==> config.mk <==
export PLATFORM = sky130hd
export DESIGN_NAME = decode_stage
export DESIGN_NICKNAME = d
export VERILOG_FILES = /design/src/rtl/decode_stage.sv
export SDC_FILE = /design/constraint.sdc
export NUM_CORES = 1
export LEC_CHECK = 0
export ABC_AREA = 1
export BUFFER_PORTS_ARGS = -buffer_cell sky130_fd_sc_hd__clkbuf_2
export CAP_MARGIN = 20
export CORE_MARGIN = 2
export CORE_UTILIZATION = 50
export CTS_CLUSTER_SIZE = 24
export DETAILED_ROUTE_END_ITERATION = 7
export PLACE_DENSITY = 0.9
export SETUP_SLACK_MARGIN = 0.2
export SLEW_MARGIN = 25
export SYNTH_ARGS = -nofsm -noshare
export SYNTH_HDL_FRONTEND = slang
export SYNTH_SLANG_ARGS = --single-unit
==> constraint.sdc <==
create_clock -name clk_i -period 3.7 [get_ports clk_i]
set_input_delay 1.11 -clock clk_i [delete_from_list [all_inputs] [get_ports clk_i]]
set_output_delay 1.11 -clock clk_i [all_outputs]
set_load 0.02 [all_outputs]
==> src/rtl/decode_stage.sv <==
// decode_stage: registered RV32I decoder and ID/EX control register.
// Decodes instr_i into a control bundle, register indices and a sign-extended
// immediate, and detects load-use hazards against the instruction in EX.
// The output register gives flush priority over stall, and stall priority over
// the hazard bubble. It has a single cycle of latency.
module decode_stage #(
  parameter int unsigned XLEN      = 32,
  parameter int unsigned REG_W     = 5,
  parameter bit          HAZARD_EN = 1'b1
) (
  input  logic             clk_i,
  input  logic             rst_i,
  input  logic [31:0]      instr_i,
  input  logic [XLEN-1:0]  pc_i,
  input  logic             valid_i,
  input  logic             stall_i,
  input  logic             flush_i,
  input  logic             ex_memread_i,
  input  logic [REG_W-1:0] ex_rd_i,
  output logic             ready_o,
  output logic             hazard_stall_o,
  output logic             valid_o,
  output logic [XLEN-1:0]  pc_o,
  output logic [REG_W-1:0] rs1_o,
  output logic [REG_W-1:0] rs2_o,
  output logic [REG_W-1:0] rd_o,
  output logic [XLEN-1:0]  imm_o,
  output logic             ALUSrc_o,
  output logic             RegWrite_o,
  output logic             Branch_o,
  output logic             Jump_o,
  output logic             MemRead_o,
  output logic             MemWrite_o,
  output logic             MemtoReg_o,
  output logic             illegal_o,
  output logic [1:0]       ALUOp_o
);

  localparam logic [6:0] OP_R      = 7'b0110011;
  localparam logic [6:0] OP_IMM    = 7'b0010011;
  localparam logic [6:0] OP_LOAD   = 7'b0000011;
  localparam logic [6:0] OP_STORE  = 7'b0100011;
  localparam logic [6:0] OP_BRANCH = 7'b1100011;
  localparam logic [6:0] OP_JAL    = 7'b1101111;
  localparam logic [6:0] OP_JALR   = 7'b1100111;

  localparam logic [1:0] ALU_ADD  = 2'b00;
  localparam logic [1:0] ALU_BR   = 2'b01;
  localparam logic [1:0] ALU_RFN  = 2'b10;
  localparam logic [1:0] ALU_IFN  = 2'b11;

  // One ID/EX register entry; an all-zero value is the bubble.
  typedef struct packed {
    logic             valid;
    logic [XLEN-1:0]  pc;
    logic [REG_W-1:0] rs1;
    logic [REG_W-1:0] rs2;
    logic [REG_W-1:0] rd;
    logic [XLEN-1:0]  imm;
    logic             alu_src;
    logic             reg_write;
    logic             branch;
    logic             jump;
    logic             mem_read;
    logic             mem_write;
    logic             mem_to_reg;
    logic             illegal;
    logic [1:0]       alu_op;
  } id_ex_t;

  logic [6:0]       opcode;
  logic [REG_W-1:0] rs1_idx;
  logic [REG_W-1:0] rs2_idx;
  logic [REG_W-1:0] rd_idx;
  logic [31:0]      imm_i_fmt;
  logic [31:0]      imm_s_fmt;
  logic [31:0]      imm_b_fmt;
  logic [31:0]      imm_j_fmt;
  logic [31:0]      imm32;
  logic             rs1_used;
  logic             rs2_used;
  id_ex_t           dec;
  id_ex_t           idex_d;
  id_ex_t           idex_q;

  assign opcode  = instr_i[6:0];
  assign rs1_idx = REG_W'(instr_i[19:15]);
  assign rs2_idx = REG_W'(instr_i[24:20]);
  assign rd_idx  = REG_W'(instr_i[11:7]);

  // Raw 32-bit immediates for every format; B and J have an implicit bit 0 of 0.
  assign imm_i_fmt = {{20{instr_i[31]}}, instr_i[31:20]};
  assign imm_s_fmt = {{20{instr_i[31]}}, instr_i[31:25], instr_i[11:7]};
  assign imm_b_fmt = {{19{instr_i[31]}}, instr_i[31], instr_i[7],
                      instr_i[30:25], instr_i[11:8], 1'b0};
  assign imm_j_fmt = {{11{instr_i[31]}}, instr_i[31], instr_i[19:12],
                      instr_i[20], instr_i[30:21], 1'b0};

  // JAL is the only format without an rs1; only R, store and branch read rs2.
  assign rs1_used = (opcode != OP_JAL);
  assign rs2_used = (opcode == OP_R) || (opcode == OP_STORE) || (opcode == OP_BRANCH);

  // A load in EX whose result is needed now must be waited on; x0 never counts.
  assign hazard_stall_o = HAZARD_EN && valid_i && ex_memread_i && (ex_rd_i != '0) &&
                          ((rs1_used && (ex_rd_i == rs1_idx)) ||
                           (rs2_used && (ex_rd_i == rs2_idx)));

  assign ready_o = flush_i | (~stall_i & ~hazard_stall_o);

  // Opcode-driven control bundle and immediate selection.
  always_comb begin
    // NOTE: every variable gets a default before the case so no path leaves it unassigned (no latch).
    dec       = '0;
    imm32     = '0;
    dec.valid = valid_i;
    dec.pc    = pc_i;
    dec.rs1   = rs1_idx;
    dec.rs2   = rs2_idx;
    dec.rd    = rd_idx;
    case (opcode)
      OP_R: begin
        dec.reg_write = 1'b1;
        dec.alu_op    = ALU_RFN;
      end
      OP_IMM: begin
        dec.alu_src   = 1'b1;
        dec.reg_write = 1'b1;
        dec.alu_op    = ALU_IFN;
        imm32         = imm_i_fmt;
      end
      OP_LOAD: begin
        dec.alu_src    = 1'b1;
        dec.reg_write  = 1'b1;
        dec.mem_read   = 1'b1;
        dec.mem_to_reg = 1'b1;
        dec.alu_op     = ALU_ADD;
        imm32          = imm_i_fmt;
      end
      OP_STORE: begin
        dec.alu_src   = 1'b1;
        dec.mem_write = 1'b1;
        dec.alu_op    = ALU_ADD;
        imm32         = imm_s_fmt;
      end
      OP_BRANCH: begin
        dec.branch = 1'b1;
        dec.alu_op = ALU_BR;
        imm32      = imm_b_fmt;
      end
      OP_JAL: begin
        dec.jump      = 1'b1;
        dec.reg_write = 1'b1;
        dec.alu_op    = ALU_ADD;
        imm32         = imm_j_fmt;
      end
      OP_JALR: begin
        dec.jump      = 1'b1;
        dec.reg_write = 1'b1;
        dec.alu_src   = 1'b1;
        dec.alu_op    = ALU_ADD;
        imm32         = imm_i_fmt;
      end
      default: dec.illegal = 1'b1;
    endcase
    dec.imm = XLEN'($signed(imm32));
    if (rd_idx == '0) dec.reg_write = 1'b0;
    // A non-instruction carries its fields but must not act on anything downstream.
    if (!valid_i) begin
      dec.alu_src    = 1'b0;
      dec.reg_write  = 1'b0;
      dec.branch     = 1'b0;
      dec.jump       = 1'b0;
      dec.mem_read   = 1'b0;
      dec.mem_write  = 1'b0;
      dec.mem_to_reg = 1'b0;
      dec.illegal    = 1'b0;
      dec.alu_op     = 2'b00;
    end
  end

  // Next ID/EX value: flush, then stall (hold), then hazard bubble, then decode.
  always_comb begin
    idex_d = dec;
    if (flush_i) begin
      idex_d = '0;
    end else if (stall_i) begin
      idex_d = idex_q;
    end else if (hazard_stall_o) begin
      idex_d = '0;
    end
  end

  // ID/EX register, cleared asynchronously.
  always_ff @(posedge clk_i or negedge rst_i) begin
    // NOTE: sequential state uses non-blocking assignment so all flops update together.
    if (!rst_i) begin
      idex_q <= '0;
    end else begin
      idex_q <= idex_d;
    end
  end

  assign valid_o    = idex_q.valid;
  assign pc_o       = idex_q.pc;
  assign rs1_o      = idex_q.rs1;
  assign rs2_o      = idex_q.rs2;
  assign rd_o       = idex_q.rd;
  assign imm_o      = idex_q.imm;
  assign ALUSrc_o   = idex_q.alu_src;
  assign RegWrite_o = idex_q.reg_write;
  assign Branch_o   = idex_q.branch;
  assign Jump_o     = idex_q.jump;
  assign MemRead_o  = idex_q.mem_read;
  assign MemWrite_o = idex_q.mem_write;
  assign MemtoReg_o = idex_q.mem_to_reg;
  assign illegal_o  = idex_q.illegal;
  assign ALUOp_o    = idex_q.alu_op;

endmodule

* Word-level counts from Yosys, hierarchy flattened
Cells that the tools add are included.
** Word-level totals
- Register bits :: 90
** Cells by class
- Reductions and logical operators :: 15
- Equality and inequality tests :: 11
- Bitwise operators :: 4
- Muxes and demuxes :: 14
** Operators with widths (count)
- 90-bit two-way mux :: 3
- 32-bit case mux with 4 select lines :: 1
- 7-bit == test, second input constant :: 3
- 7-bit by 6-bit == test with 1-bit output, second input constant :: 2
- 5-bit == test :: 2
- 10-bit two-way mux :: 1
- 1-bit two-way mux :: 8
- 7-bit by 2-bit == test with 1-bit output, second input constant :: 1
- 7-bit by 5-bit == test with 1-bit output, second input constant :: 1
- 7-bit inequality test, second input constant :: 1
- 7-bit OR reduction :: 1
- 2-bit case mux with 3 select lines :: 1
- 1-bit logical AND :: 5
- 5-bit logical NOT :: 1
- 5-bit nonzero test :: 1
- 5-bit OR reduction :: 1
- 4-bit OR reduction :: 1
- 1-bit logical OR :: 3
- 3-bit OR reduction :: 1
- 2-bit by 1-bit inequality test with 1-bit output, second input constant :: 1
- 1-bit inverter :: 2
- 2-bit OR reduction :: 1
- 1-bit AND :: 1
- 1-bit bitwise OR :: 1

* Depth between registers and ports, before layout
Gate-level depths: netlist of the first run.
- Depth after elaboration :: 9
- Gate-level depth with buffers :: 12
- Mapped depth without buffers :: 10

* Worst setup path before layout of the first run
Ideal clock, no wire load.
- Kind :: input to output
- From :: input port instr_i[1]
- To :: output port ready_o
- Slack :: 0.242 ns
- Data required time :: 2.590 ns
- Arrival :: 2.348 ns
- Stages :: 9
- Cell sequence :: nand2_1 > nor2_2 > nand2_4 > nand4_1 > nand2_1 > nand2_2 > buf_6 > inv_1 > o21ai_1
** On the way
- Longest elaborated chain between the ends :: 9
- Elaborated cells between the ends (all ways) :: 13
- Those cells by class :: 4 x eq/ne; 3 x bitwise; 6 x reduce/logical
** Ends and longest elaborated chain
- start: declaration :: RTL line 13 : input logic [31:0] instr_i,
- 7-bit by 6-bit == test with 1-bit output :: RTL line 101 : assign rs2_used = (opcode == OP_R) || (opcode == OP_STORE) || (opcode == OP_BRANCH);
- 1-bit logical OR (2 in a row) :: RTL line 101
- 1-bit logical AND :: RTL line 106 : (rs2_used && (ex_rd_i == rs2_idx)));
- 1-bit logical OR (*) :: RTL line 105 : ((rs1_used && (ex_rd_i == rs1_idx)) ||
- 1-bit logical AND (*) :: RTL line 104 : assign hazard_stall_o = HAZARD_EN && valid_i && ex_memread_i && (ex_rd_i != '0) &&
- named net hazard_stall_o :: RTL line 21 : output logic hazard_stall_o,
- 1-bit inverter (*) :: RTL line 108 : assign ready_o = flush_i | (~stall_i & ~hazard_stall_o);
- 1-bit AND (*) :: RTL line 108
- 1-bit bitwise OR (*) :: RTL line 108
- end: declaration :: RTL line 20 : output logic ready_o,
The timed path passes the listed nets; every way through them passes the cells marked *.

* Final worst setup path of the first run
- From :: input port instr_i[4]
- To :: output port ready_o
** On the way
- Longest elaborated chain between the ends :: 9
- Elaborated cells between the ends (all ways) :: 13
- Those cells by class :: 4 x eq/ne; 3 x bitwise; 6 x reduce/logical
** Ends and longest elaborated chain (RTL line)
- 7-bit by 6-bit == test with 1-bit output :: 101
- 1-bit logical OR (2 in a row) :: 101
- 1-bit logical AND :: 106
- 1-bit logical OR (*) :: 105
- 1-bit logical AND (*) :: 104
- 1-bit inverter (*) :: 108
- 1-bit AND (*) :: 108
- 1-bit bitwise OR (*) :: 108
Every way passes the cells marked *; elsewhere a longest branch is shown, timed or not.

==> results.toml, run 1 <==
[outcome]
status = "finished clean"

[clocking]
root_buffer = "clkbuf_8"
clk_path_buf_depth = 2
postCtsHoldBufs = 0
clock_latency_ns = 0.34
cts_sinks = 78
cts_tree = "yes"
cts-htree-levels = 3
cts_setup_buffers = 0
numCtsBuffers = 9
clkTransAtPathRegs_ns = 0.07

[detailed_routing]
antenna_left = 0
drt_iter0_drc = 294
via_count = 4087
wirelength_um = 11400
wire_per_inst_um = 15.2
drt-pass1-iter-count = 6
via_per_inst = 5.46
drc = 0

[place]
io_buffers = 166
globalplace.congestion = 0.934
place_ws_ns = 0.315
placed_cell_area_um2 = 4710
hpwl_um = 7630

[floorplan]
fp.dieArea_um2 = 8590
fp.dieW_um = 92.7
core_area_um2 = 7690
ios = 167
die_h_um = 92.7
rows = 32
start_util_pct = 51.1

[timing]
maxSlewViolCount = 0
final_hold_viol_count = 0
slew_headroom_pct = 45.0
setup_ws_ns = 0.322
min_period_ns = 3.38
tightest_slew_ns = 0.824
setup_viol = 0
timing.hold.ws_ns = 0.481
max_freq_mhz = 296
fin_crit_sh_pct = 91.3
tns_ns = 0
rsz0062_at_grt = "false"
skew_ns = 0

[run]
drv_cap = 0

[worst_setup_path]
crit_fanout = 10
required_ns = 2.59
startpoint_type = "input pin"
arrival_ns = 2.27
critPathCaptureType = "output port"
criticalPathCategory = "input pin to output port"

[global_route]
grt_max_degree = 79
grt.overflow.total = 0
grt_pass1_vias = 3828
grt_first_pass_wirelength_um = 18500
antenna_found_initial = 0
grt_usage_pct = 27.2

[synthesis]
synth_xor_area_share_pct = 0.891
postSynthCellCount = 504
synthMuxAreaShare_pct = 0
syn_nets = 579
synth.avg_cell_area_um2 = 7.80
ys_seq_elements = 78
synth-warning-count = 0
synthAdderAreaFrac_pct = 0
ys_types = 24
synth_top_family_by_area = "simple AND/OR/NAND/NOR gates"
syn_area_um2 = 3930
yosysSeqAreaShare_pct = 49.6
yosys.area_share.simple_pct = 39.2
synth_compound_area_share_pct = 1.46

[layout]
fin_area_um2 = 4960
antennaDiodeCount = 0
final_cell_mix = "nand2_1 (206), clkbuf_2 (165), nand4_1 (79), dfrtp_1 (78), inv_1 (27)"
area_growth_pct = 26.1
layout_commonest_cell = "nand2_1"
layout-drive-gt1-share_pct = 30.5
layout.nets = 717

[min_path]
min_path_type = "register to register"

[power]
power_mw = 1.94
power.density_nw_per_um2 = 391
vdd_drop_max_mv = 0.216
power.leakage_nw = 3.04
[worst max-delay path: stages]
cell,delay [ns]
clkbuf_2,0.09
inv_1,0.10
nand2_4,0.10
nor2_8,0.17
nand2_4,0.09
nand4_1,0.10
nand2_1,0.07
nand2_2,0.08
inv_1,0.07
o21ai_1,0.12
clkbuf_2,0.18
[layer usage]
| metal | GRT usage (%) | up-vias | share of wire [%] |
|---|---|---|---|
| li1 | - | 1926 | - |
| met1 | 36.5 | 1937 | 43 |
| met2 | 43.2 | 201 | 47 |
| met3 | 6.83 | 23 | 7.6 |
| met4 | 9.68 | 0 | 2.3 |
| met5 | 0 | - | 0 |
[final cells by class]
cell class	instances	area [um^2]
well taps	102	128
multi-input cells	353	1650
clock inverters	4	95.1
repair buffers	171	887
inverters	29	109
fillers	693	2730
flip-flops and latches	78	1950
clock buffers	11	141
[state kept, by name, summed over array words and instances, names as in the netlist, 2 cells and up]
signal	cells
imm_o	21
rs1_o	5
ALUOp_o	2
rd_o	5
pc_o	32
rs2_o	5
[cells by family after synthesis]
kind of cell              after synthesis
and+or+nand+nor                       339
xor gates and xnor gates                4
AOI/OAI and AO/OA                      10
DFF                                    78
buffers and inverters                  73
[report_power, final]
part,internal (mW),switching [mW]
Combinational,0.0861,0.186
Clock,0.462,0.301
Sequential,0.884,0.0180
[synth_stat cells, drive strengths merged]
master	n	area share, %
clkbuf	15	1.4
a21oi	2	0.25
buf	29	4.6
nand3	19	2.4
nor3	3	0.38
nand2	209	20
nor2	28	3.3
or2	1	0.16
dfrtp	78	50
o211ai	3	0.57
xnor2	2	0.45
inv	29	2.8
o21ai	5	0.64
xor2	2	0.45
nand4	79	13
[metrics by stage]
step	utilization (%)	instances
detailed placement	61.3	733
finish	64.5	748
floorplan	-	504
CTS	64.4	748
global route	64.5	748
global placement	61.3	733
[worst paths after layout]
check	startpoint	to	slack (ns)	cells after the start
setup reg to reg	imm_o[30]	imm_o[30]	2.91	2
max in group asynchronous	rst_i	rd_o[3]	2.42	1
min in group asynchronous	rst_i	pc_o[9]	0.76	1
setup / recovery	instr_i[4]	ready_o	0.32	11
hold / removal	imm_o[1]	imm_o[1]	0.48	2
hold reg to reg	imm_o[1]	imm_o[1]	0.48	2
[repair_timing]
action,in CTS,in global routing
endpoints found under the hold margin,0,0
resized for setup,0,1
setup endpoints to repair,0,2
(Power assumes the default switching activity.)
==> run 2: changes to the inputs <==
--- a/config.mk
+++ b/config.mk
@@ -5,14 +5,13 @@
 export SDC_FILE = /design/constraint.sdc
 export NUM_CORES = 1
 export LEC_CHECK = 0
-export ABC_AREA = 1
 export BUFFER_PORTS_ARGS = -buffer_cell sky130_fd_sc_hd__clkbuf_2
 export CAP_MARGIN = 20
 export CORE_MARGIN = 2
 export CORE_UTILIZATION = 50
 export CTS_CLUSTER_SIZE = 24
 export DETAILED_ROUTE_END_ITERATION = 7
-export PLACE_DENSITY = 0.9
+export PLACE_DENSITY = 0.92
 export SETUP_SLACK_MARGIN = 0.2
 export SLEW_MARGIN = 25
 export SYNTH_ARGS = -nofsm -noshare
==> results.toml, run 2 <==
[place]
hpwl_um = 6780
globalplace.congestion = 0.936
placed_cell_area_um2 = 4370
io_buffers = 166

[worst_setup_path]
crit_fanout = 3
rrSetupSlack_ns = 2.82
rr_endpoint = "imm_o[30]"
r2r_cells = 1
startpoint_type = "input pin"
timing.rr.start = "imm_o[30]"
required_ns = 2.59
critPathCaptureType = "output port"
arrival_ns = 2.33
criticalPathCategory = "input pin to output port"

[power]
power.density_nw_per_um2 = 373
power.leakage_nw = 2.28
vdd_drop_max_mv = 0.259

[floorplan]
rows = 30
ios = 167
fp.dieArea_um2 = 7830
start_util_pct = 51.9
core_area_um2 = 6870
die_h_um = 88.5
fp.dieW_um = 88.5

[clocking]
cts_sinks = 78
cts_tree = "yes"
clkTransAtPathRegs_ns = 0.08
clock_latency_ns = 0.32
root_buffer = "clkbuf_8"
cts-htree-levels = 3
clk_path_buf_depth = 2
numCtsBuffers = 9

[timing]
slew_headroom_pct = 53.2
tns_ns = 0
setup_viol = 0
fin_crit_sh_pct = 93.0
maxSlewViolCount = 0
max_freq_mhz = 291
tightest_slew_ns = 0.702
final_hold_viol_count = 0
min_period_ns = 3.44
rsz0062_at_grt = "false"
skew_ns = 0

[detailed_routing]
wire_per_inst_um = 17.8
drt_iter0_drc = 183
drt-pass1-iter-count = 4
antenna_left = 0
via_count = 3135
wirelength_um = 9460
drc = 0
via_per_inst = 5.89

[synthesis]
synthTopCellsByCount = "dfrtp_1 (78), a32o_1 (62), clkbuf_1 (18)"
yosys.area.top_type = "dfrtp_1"
synthTopCellsByArea = "dfrtp_1 (55%), a32o_1 (17%), buf_4 (2.7%), a22o_1 (2.0%), clkbuf_1 (1.9%)"
yosysMostFrequentCell = "dfrtp_1"
synth_edf_count = 0
synth_top_area_share_pct = 54.7
syn_nets = 361
postSynthCellCount = 286
syn_area_um2 = 3570
ys_seq_elements = 78
synth-warning-count = 0
synth-async-reset-ratio_pct = 100
ys_types = 43
yosysSeqAreaShare_pct = 54.7
synth_flop_cell = "dfrtp_1"
synth.avg_cell_area_um2 = 12.5

[global_route]
grt.overflow.total = 0
met3_usage_pct = 5.60
grt_max_degree = 79
met2_usage_pct = 39.2
grt_first_pass_wirelength_um = 14900
grt_pass1_vias = 2995
grt_busiest_layer = "met2"
grtUsageMet1_pct = 33.3
antenna_found_initial = 0
grt_usage_pct = 24.6

[layout]
ff_latch_area_um2 = 1950
layout-drive-gt1-share_pct = 47.5
multi_input_comb_area_um2 = 1400
layout.nets = 506
n_fill_cell = 569
fin_area_um2 = 4560
layout_commonest_cell = "clkbuf_2"
area_growth_pct = 27.7
largest_reg_flops = 32
final_cell_mix = "clkbuf_2 (165), dfrtp_1 (78), a32o_1 (62), nand2_1 (15), clkbuf_8 (9)"
antennaDiodeCount = 0

[min_path]
min_path_type = "register to register"
hold_start = "imm_o[15]"
min_delay_path_depth = 2
hold_end = "imm_o[15]"

[outcome]
status = "finished clean"

[run]
drv_cap = 0
run 2: area by class of cell:
type                    instances  share of cell area (%)
clock buffers                  10                    2.80
inverters                       2                   0.165
repair buffers                174                    20.0
well taps                      96                    2.64
clock inverters                 6                   0.851
multi-input cells             166                    30.8
flip-flops and latches         78                    42.8
run 2: cells by family (layout without fill, tap and decap cells):
logic type	count (synthesis)	after routing	share of synthesized area (%)
muxes	1	1	0.316
DFF	78	78	54.7
AOI/OAI and AO/OA	104	104	27.0
buffers and inverters	42	192	7.15
xor gates and xnor gates	10	10	2.45
and+or+nand+nor	51	51	8.35
run 2: worst max path at each step:
| stage | slack [ns] | depth (start not counted) | start | endpoint |
|---|---|---|---|---|
| after floorplan | 0.28 | 6 | ex_rd_i[0] | ready_o |
| after global placement | 0.26 | 7 | ex_rd_i[0] | ready_o |
| after detailed placement | 0.25 | 8 | ex_rd_i[4] | ready_o |
| after CTS | 0.24 | 8 | ex_rd_i[4] | ready_o |
| after global routing | 0.22 | 7 | ex_rd_i[0] | ready_o |
| final | 0.26 | 7 | ex_rd_i[0] | ready_o |
run 2: per-layer routing:
metal | wire length, um | vias up
met5 | 0 | -
met4 | 199 | 0
met3 | 655 | 18
met2 | 4680 | 149
met1 | 3920 | 1559
li1 | - | 1409
run 2: metrics by stage:
step / instances / setup WS (ns) / utilization, % / power, mW / hold slack, ns
CTS: 532 / 0.243 / 66.1 / 1.72 / 0.478
detailed placement: 516 / 0.248 / 63.7 / 1.18 / 0.460
global route: 532 / 0.219 / 66.4 / 1.78 / 0.497
finish: 532 / 0.259 / 66.4 / 1.70 / 0.480
global placement: 516 / 0.260 / 63.7 / 1.17 / 0.459
floorplan: 286 / 0.279 / - / 1.05 / 0.587
run 2: power by group:
group | internal, mW | total, mW | leakage, nW | switching (mW)
registers | 0.884 | 0.902 | 1.06 | 0.0178
clock network | 0.241 | 0.539 | 0.0820 | 0.298
logic | 0.0991 | 0.259 | 1.14 | 0.160
run 2: timing repair:
| action | in CTS | in global routing |
|---|---|---|
| resized for setup | 0 | 3 |
| endpoints found under the setup margin | 0 | 2 |
| setup buffers | 0 | 0 |
| hold buffers | 0 | 0 |
run 2: critical path, cell delays in order:
cell      delay (ns)
clkbuf_2        0.11
or3_1           0.37
o311a_1         0.33
o21ai_4         0.07
inv_2           0.06
o21bai_2        0.10
clkbuf_2        0.18
